### src/rtl/serial_tx.sv
`default_nettype none
// ============================================================================
// Module   : serial_tx
// Purpose  : FIFO-buffered 8N1 serial transmitter. Characters written with
//            start/ready are queued in a circular FIFO and sent LSB first.
//            Frames are sent back to back with no idle gap.
// Options  : define SERIAL_TX_PARITY_EN to add an even-parity bit after the
//            data bits, which gives an 8E1 frame of 11 bits.
// Revision : 1.0 - initial release
// ============================================================================
module serial_tx #(
  parameter int CLKS_PER_BIT = 5208,
  parameter int FIFO_AW      = 4
) (
  input  logic             sysclk,
  input  logic             reset,
  input  logic [7:0]       data,
  input  logic             start,
  output logic             ready,
  output logic             serial,
  output logic             busy,
  output logic [FIFO_AW:0] level,
  output logic             overflow
);

  localparam int DEPTH = 2 ** FIFO_AW;
  // 13 bits covers the full legal CLKS_PER_BIT range (up to 8191).
  localparam int CNT_W = 13;
  localparam logic [CNT_W-1:0]   CNT_LAST   = CNT_W'(CLKS_PER_BIT - 1);
  localparam logic [FIFO_AW:0]   LEVEL_FULL = (FIFO_AW + 1)'(DEPTH);

  typedef enum logic [2:0] {
    S_IDLE   = 3'd0,
    S_START  = 3'd1,
    S_DATA   = 3'd2,
`ifdef SERIAL_TX_PARITY_EN
    S_PARITY = 3'd3,
`endif
    S_STOP   = 3'd4
  } state_t;

  state_t               state_q, state_d;
  logic [CNT_W-1:0]     cnt_q, cnt_d;
  logic [2:0]           idx_q, idx_d;
  logic [7:0]           shift_q, shift_d;
  logic                 serial_q, serial_d;
  logic [FIFO_AW-1:0]   wr_ptr_q, wr_ptr_d;
  logic [FIFO_AW-1:0]   rd_ptr_q, rd_ptr_d;
  logic [FIFO_AW:0]     level_q, level_d;
  logic                 overflow_q, overflow_d;
`ifdef SERIAL_TX_PARITY_EN
  logic                 parity_q, parity_d;
`endif
  logic [7:0]           mem_q [DEPTH];

  logic                 accept;
  logic                 pop;
  logic                 bit_done;
  logic [7:0]           head;

  // ready/level come only from registered occupancy, never from start.
  assign ready    = (level_q != LEVEL_FULL);
  assign accept   = start && ready;
  assign bit_done = (cnt_q == CNT_LAST);
  assign head     = mem_q[rd_ptr_q];

  assign serial   = serial_q;
  assign busy     = (state_q != S_IDLE) || (level_q != '0);
  assign level    = level_q;
  assign overflow = overflow_q;

  // FIFO storage is not reset; the pointers and level alone define validity.
  always_ff @(posedge sysclk) begin
    if (accept) begin
      mem_q[wr_ptr_q] <= data;
    end
  end

  // FIFO bookkeeping: pointers wrap naturally at depth, level nets push/pop.
  always_comb begin
    wr_ptr_d   = wr_ptr_q + FIFO_AW'(accept);
    rd_ptr_d   = rd_ptr_q + FIFO_AW'(pop);
    level_d    = level_q + (FIFO_AW + 1)'(accept) - (FIFO_AW + 1)'(pop);
    overflow_d = overflow_q || (start && !ready);
  end

  // Frame sequencer: next state, bit timing, shift register and line value.
  always_comb begin
    state_d  = state_q;
    cnt_d    = cnt_q + CNT_W'(1);
    idx_d    = idx_q;
    shift_d  = shift_q;
    serial_d = serial_q;
    pop      = 1'b0;
`ifdef SERIAL_TX_PARITY_EN
    parity_d = parity_q;
`endif
    unique case (state_q)
      S_IDLE: begin
        cnt_d = '0;
        if (level_q != '0) begin
          pop      = 1'b1;
          shift_d  = head;
          serial_d = 1'b0;
          state_d  = S_START;
`ifdef SERIAL_TX_PARITY_EN
          parity_d = ^head;
`endif
        end
      end
      S_START: begin
        if (bit_done) begin
          cnt_d    = '0;
          idx_d    = '0;
          serial_d = shift_q[0];
          shift_d  = {1'b0, shift_q[7:1]};
          state_d  = S_DATA;
        end
      end
      S_DATA: begin
        if (bit_done) begin
          cnt_d = '0;
          if (idx_q == 3'd7) begin
`ifdef SERIAL_TX_PARITY_EN
            serial_d = parity_q;
            state_d  = S_PARITY;
`else
            serial_d = 1'b1;
            state_d  = S_STOP;
`endif
          end else begin
            idx_d    = idx_q + 3'd1;
            serial_d = shift_q[0];
            shift_d  = {1'b0, shift_q[7:1]};
          end
        end
      end
`ifdef SERIAL_TX_PARITY_EN
      S_PARITY: begin
        if (bit_done) begin
          cnt_d    = '0;
          serial_d = 1'b1;
          state_d  = S_STOP;
        end
      end
`endif
      S_STOP: begin
        if (bit_done) begin
          cnt_d = '0;
          // Chain straight into the next start bit when more data is queued.
          if (level_q != '0) begin
            pop      = 1'b1;
            shift_d  = head;
            serial_d = 1'b0;
            state_d  = S_START;
`ifdef SERIAL_TX_PARITY_EN
            parity_d = ^head;
`endif
          end else begin
            state_d = S_IDLE;
          end
        end
      end
      default: begin
        cnt_d    = '0;
        serial_d = 1'b1;
        state_d  = S_IDLE;
      end
    endcase
  end

  // State registers; reset aborts any frame and parks the line high.
  always_ff @(posedge sysclk or posedge reset) begin
    if (reset) begin
      state_q    <= S_IDLE;
      cnt_q      <= '0;
      idx_q      <= '0;
      shift_q    <= '0;
      serial_q   <= 1'b1;
      wr_ptr_q   <= '0;
      rd_ptr_q   <= '0;
      level_q    <= '0;
      overflow_q <= 1'b0;
`ifdef SERIAL_TX_PARITY_EN
      parity_q   <= 1'b0;
`endif
    end else begin
      state_q    <= state_d;
      cnt_q      <= cnt_d;
      idx_q      <= idx_d;
      shift_q    <= shift_d;
      serial_q   <= serial_d;
      wr_ptr_q   <= wr_ptr_d;
      rd_ptr_q   <= rd_ptr_d;
      level_q    <= level_d;
      overflow_q <= overflow_d;
`ifdef SERIAL_TX_PARITY_EN
      parity_q   <= parity_d;
`endif
    end
  end

endmodule
`default_nettype wire
### config.mk
export PLATFORM = sky130hd
export DESIGN_NAME = serial_tx
export DESIGN_NICKNAME = d
export VERILOG_FILES = /design/src/rtl/serial_tx.sv
export SDC_FILE = /design/constraint.sdc
export NUM_CORES = 1
export LEC_CHECK = 0
export BUFFER_PORTS_ARGS = -buffer_cell sky130_fd_sc_hd__buf_2
export CAP_MARGIN = 25
export CORE_MARGIN = 2
export CORE_UTILIZATION = 47
export DETAILED_ROUTE_END_ITERATION = 8
export PLACE_DENSITY = 0.63
export SETUP_SLACK_MARGIN = 0.3
export SLEW_MARGIN = 25
export SYNTH_ARGS = -nofsm -noshare
export SYNTH_HDL_FRONTEND = slang
export SYNTH_SLANG_ARGS = --single-unit
export TNS_END_PERCENT = 100
### constraint.sdc
create_clock -name sysclk -period 3.12 [get_ports sysclk]
set_input_delay 0.468 -clock sysclk [delete_from_list [all_inputs] [get_ports sysclk]]
set_output_delay 0.468 -clock sysclk [all_outputs]
set_load 0.1 [all_outputs]
Word-level counts from Yosys, hierarchy flattened
Memory sizes are Yosys's and may differ from the RTL's.
Cells that the tools add are included.
{"block": "classes", "n_addsub": 6, "eq_ne": 12, "n_mux": 30, "n_reduce_logical": 15}
{"operator": "8-bit 2-to-1 mux", "count": 5}
{"operator": "8-bit one-hot mux with 4 select lines", "count": 1}
{"operator": "13-bit 2-to-1 mux", "count": 2}
{"operator": "3-bit 2-to-1 mux", "count": 8}
{"operator": "13-bit by 1-bit adder with 13-bit output (second input constant)", "count": 1}
{"operator": "13-bit == test (second input constant)", "count": 1}
{"operator": "2-bit != test (second input constant)", "count": 6}
{"operator": "3-bit one-hot mux with 4 select lines", "count": 1}
{"operator": "1-bit 2-to-1 mux", "count": 10}
{"operator": "5-bit AND reduction", "count": 2}
{"operator": "4-bit by 1-bit adder with 4-bit output", "count": 2}
{"operator": "3-bit == test (second input constant)", "count": 2}
{"operator": "3-bit one-hot mux with 2 select lines", "count": 1}
{"operator": "5-bit by 1-bit adder with 5-bit output", "count": 1}
{"operator": "5-bit != test (second input constant)", "count": 1}
{"operator": "5-bit nonzero test", "count": 1}
{"operator": "5-bit by 1-bit subtractor with 5-bit output", "count": 1}
{"operator": "1-bit one-hot mux with 4 select lines", "count": 1}
{"operator": "4-bit AND reduction", "count": 1}
{"operator": "4-bit nonzero test", "count": 1}
{"operator": "3-bit by 1-bit adder with 3-bit output (second input constant)", "count": 1}
{"operator": "3-bit by 1-bit == test with 1-bit output (second input constant)", "count": 1}
{"operator": "3-bit by 2-bit == test with 1-bit output (second input constant)", "count": 1}
{"operator": "3-bit logical NOT", "count": 1}
{"operator": "8 further kinds", "count": 10}
{"block": "totals", "regBits": 42, "mem_bits_rw": 128, "in_bits": 11, "output_inout_bits": 9, "wordCells": 73, "memories": 1}
{"memory": "mem_q", "words": 16, "word_bits": 8, "read_ports": 1, "rd_clocked_by_memory_dff": 0, "write_ports": 1, "line": "54", "text": "logic [7:0] mem_q [DEPTH];"}

Longest topological paths before layout
{"block": "depth", "depth_word": 5, "depth_mapped": 14, "ltp_nobuf": 14}

Worst setup path after synthesis
No wires, ideal clock.
{"block": "synth_timing", "kind": "reg-to-reg", "startpoint": "register level_q[2], in the netlist level[2]", "endpoint": "memory mem_q[0][0], enable pin", "setup_time_ps": 383, "arrival_ps": 3292, "required_ps": 2737, "slack_ps": -556, "stages_incl_launch_ff": 7, "path_buffers": 0, "synth_period_minus_slack_ps": 3676, "cell_sequence": "dfrtp_1 > inv_1 > ha_1 > nand3_1 > nand2_1 > or3_1 > nor3_1"}
{"block": "synth_via", "elab_chain_cells": 4}
{"item": "start, declared", "line": "49", "text": "logic [FIFO_AW:0] level_q, level_d;"}
{"item": "start signal, assigned", "line": "195", "text": "level_q <= level_d;"}
{"item": "5-bit != test", "line": "62", "text": "assign ready = (level_q != LEVEL_FULL);"}
{"item": "via ready", "line": "19", "text": "output logic ready,"}
{"item": "1-bit logical AND", "line": "63", "text": "assign accept = start && ready;"}
{"item": "1-bit 2-to-1 mux", "line": "74", "text": "if (accept) begin"}
{"item": "1-bit 2-to-1 mux (implied by the code)", "line": "75", "text": "mem_q[wr_ptr_q] <= data;"}
{"item": "end, declared", "line": "54"}
The timed path passes the listed nets, and every way through them passes these cells.

Worst setup path after layout
{"block": "layout_timing", "startpoint": "register level_q[2], in the netlist level[2]", "endpoint": "register level_q[4], in the netlist level[4]"}
{"block": "layout_via", "elab_chain_cells": 5, "word_cells_on_any_way": 8, "cone_classes": "2 x add/sub; 1 x eq/ne; 3 x mux; 2 x reduce/logical"}
{"item": "parallel branches: the longest is 4 deep, another holds 5-bit by 1-bit adder with 5-bit output"}
{"item": "5-bit by 1-bit subtractor with 5-bit output *", "line": "83", "text": "level_d = level_q + (FIFO_AW + 1)'(accept) - (FIFO_AW + 1)'(pop);"}
{"item": "via level_d[4]", "line": "49"}
Mark *: on every way through the listed nets, which the timed path passes.
A chain may end at the register's enable or synchronous reset.

==> impl_results.md <==
- Status: finished clean
- Ys flop type: edfxtp_1
- Root Buffer: clkbuf_16
- Post-DP Area: between 7000 and 8000 µm²
- Worst-margin pin slew: roughly 0.83 ns
- WP depth: 14
- Synth area leader: edfxtp_1
- Cells after Synth: 395
- CP top delay family: adder cells
- Chip width: between 100 and 150 µm
- Final WL: 12600 µm
- Final period util: between 80% and 90%
- Cts hold-fix bufs: 0
- Detail Placement HPWL: between 8000 and 9000 µm
- First-pass GRT wire length: around 20000 µm
- Routed wl met3: between 500 and 600 µm
- Die area: approximately 16000 µm²
- Detailed router's first-iteration violation count: 213
- DP Cell Count: about 600
- Final setup fails: 0
- Total GRT Usage: approximately 17%
- H-tree depth: 4
- Commonest non-fill, non-tap cells in the layout: 128 x edfxtp_1, 36 x nor2_1, 35 x dfrtp_1, 31 x buf_4, 26 x mux4_2
- Worst EP required: 3.45 ns
- GPL Wtd Cong: between 0.7 and 0.8
- Nets: ~480
- Vias: about 3600
- Worst Path Arrival: slightly above 3 ns
- DR WL/cell: between 15 and 20 µm
- Yosys top cell area share: a little over half
- Worst Skew: 0.0161 ns
- Slew margin rel.: between 40% and 50%
- Core area: between 10000 and 15000 µm²
- Starting Density: 48.5%
- Die height: ~130 µm
- Fraction of layout cells with a size suffix above 1: approximately 28%
- Highest metal used: met4
- Detail Route Antenna Nets: 0
- Worst Hold Class: in2async
- TritonRoute pass-1 iters: 4
- Clock Path Buffers: 2
- Largest net degree at the start of global routing: 36
- ANT cells: 0
- # DRC: 0
- Clk slew on worst S/H paths: approximately 0.070 ns
- Cell Area, Synth: approximately 7000 µm²
- Leading post-synthesis cells by cell area: edfxtp_1 54%, dfrtp_1 15%, mux4_2 8.3%, mux4_1 4.5%, ha_1 2.3%
- Slew Viols, Final: 0
- Post-synth ARST share: around 25%
- Crit path largest cell delay: roughly 0.5 ns
- Non-filler instance count after layout: 647
- Routed wl met2: about 6500 µm
- Hold Slack: 0.113 ns
- Yosys reg bits: 170
- Design Area, Final: ~8000 µm²
- Row count: 44
- IO Pins: 20
- CTS tree: yes
- Power density cells: ~710 nW/µm²
- GRT overflow: 0
- CTS buffer count: 17
- Most common library cell in the layout ignoring fill and taps: edfxtp_1
- Worst skew pair latency: 0.42 ns
- Min Tclk post-route: 2.76 ns
- Tot Pwr: 5.81 mW
- Register-to-Register Path Depth: 14
- Worst path slowest cell: dfrtp_4
- Antenna violations before repair: 0
- Sequential area share after synthesis: between 60 and 70%
- Worst-path cell chain: inv_4 -> ha_4 -> or4b_4 -> nand2_4 -> o21bai_4 -> inv_2 -> ha_4 -> inv_2 -> ha_4 -> fa_2 -> a21oi_2 -> nor2_1 -> nor2_1 -> xnor2_1
- Vias per inst: around 5.5
- Port Buffers: 19
- Total negative slack: 0 ns
- Vias in the first global route: roughly 3700
- P&R area growth vs syn: 15.5%
- Leakage power: between 3 and 4 nW
- MaxCap Viol Count: 0
- Number of synthesis warnings: 0
- Final hold vios: 0
- Crit path kind: reg2reg
- Post-synth EDFFs: about 130
- Synth Net Count: 420
- Post-synth cell types: 50
- RSZ-0062 raised after global routing: true
- Crit Path Max Fanout: 3
- Most Frequent Cell on Critical Path: ha_4
- Startpoint Class: register
- Max VDD drop: ~0.46 mV
- Syn_area_per_cell: 17.9 µm²
- Crit end category: register
- Clock sink total: 170
- Metal-1 WL: 5370 µm
- CP Buf/Inv Count: 3
- Fmax: 0.363 GHz
[layer usage]
metal  vias to the layer above  GRT usage (%)
met3                        13           3.71
met4                         0           5.24
met1                      1841           21.4
li1                       1648              -
met5                         -              0
met2                        63           29.0
[power breakdown]
part	internal [mW]	total [mW]	switching, mW
sequential	2.70	2.82	0.128
clock	1.04	1.92	0.880
combinational	0.360	1.07	0.710
total	4.10	5.81	1.72
[final cells by class]
class | instances | area (µm²)
tap | 184 | 230
clock inverter | 13 | 109
sequential | 170 | 4910
clock buffer | 19 | 433
inverter | 14 | 57.6
multi-input combinational | 196 | 2080
timing repair buffer | 51 | 348
fill | 1148 | 6420
[worst paths after layout]
path | start | end | slack, ns
hold reg to reg | overflow | overflow | 0.49
min in group sysclk | start | overflow | 0.33
setup reg to reg | level[2] | level[4] | 0.36
hold / removal | reset | cnt_q[6] | 0.11
setup / recovery | level[2] | level[4] | 0.36
max in group asynchronous | reset | rd_ptr_q[0] | 2.33
[state kept, by name, indices dropped and copies added (netlist names)]
name and count:
cnt_q 13, idx_q 3, level 5, mem_q 128, overflow 1, rd_ptr_q 4
serial 1, shift_q 8, state_q 3, wr_ptr_q 4
[cell families (layout without fill, tap and decap cells)]
| logic type | count (synthesis) | count (layout) | synth area share [%] |
|---|---|---|---|
| adders and majority gates | 14 | 14 | 2.58 |
| buffers and inverters | 29 | 97 | 2.30 |
| xor gates and xnor gates | 20 | 20 | 2.48 |
| AOI/OAI and AO/OA | 24 | 24 | 2.87 |
| muxes | 46 | 46 | 13.9 |
| DFF | 170 | 170 | 69.2 |
| and+or+nand+nor | 92 | 92 | 6.62 |
[per-stage QoR]
step                      utilization, %  setup slack (ns)
after floorplan                        -             0.243
after global placement              51.2             0.316
after detailed placement            51.2             0.234
after CTS                           55.6             0.307
after global routing                56.0             0.237
final                               56.0             0.364
[Yosys cell counts (all sizes together) (2+ instances only)]
library cell,instances
inv,14
a221o,6
xnor2,8
o21ai,2
or4b,2
ha,13
nand2b,6
nand2,11
dfrtp,41
nand3,11
edfxtp,128
mux4,38
xor2,12
nor3,7
nand4,2
nor2b,7
buf,8
and2,2
clkbuf,7
a21oi,5
nand3b,2
mux2,2
nor2,36
mux2i,6
[timing repair]
action,in CTS,in global routing
pin swaps,5,8
gates resized for setup,2,3
setup endpoints to repair,1,2
setup buffers,11,5
No activity file was read; power rests on OpenSTA's default activity.
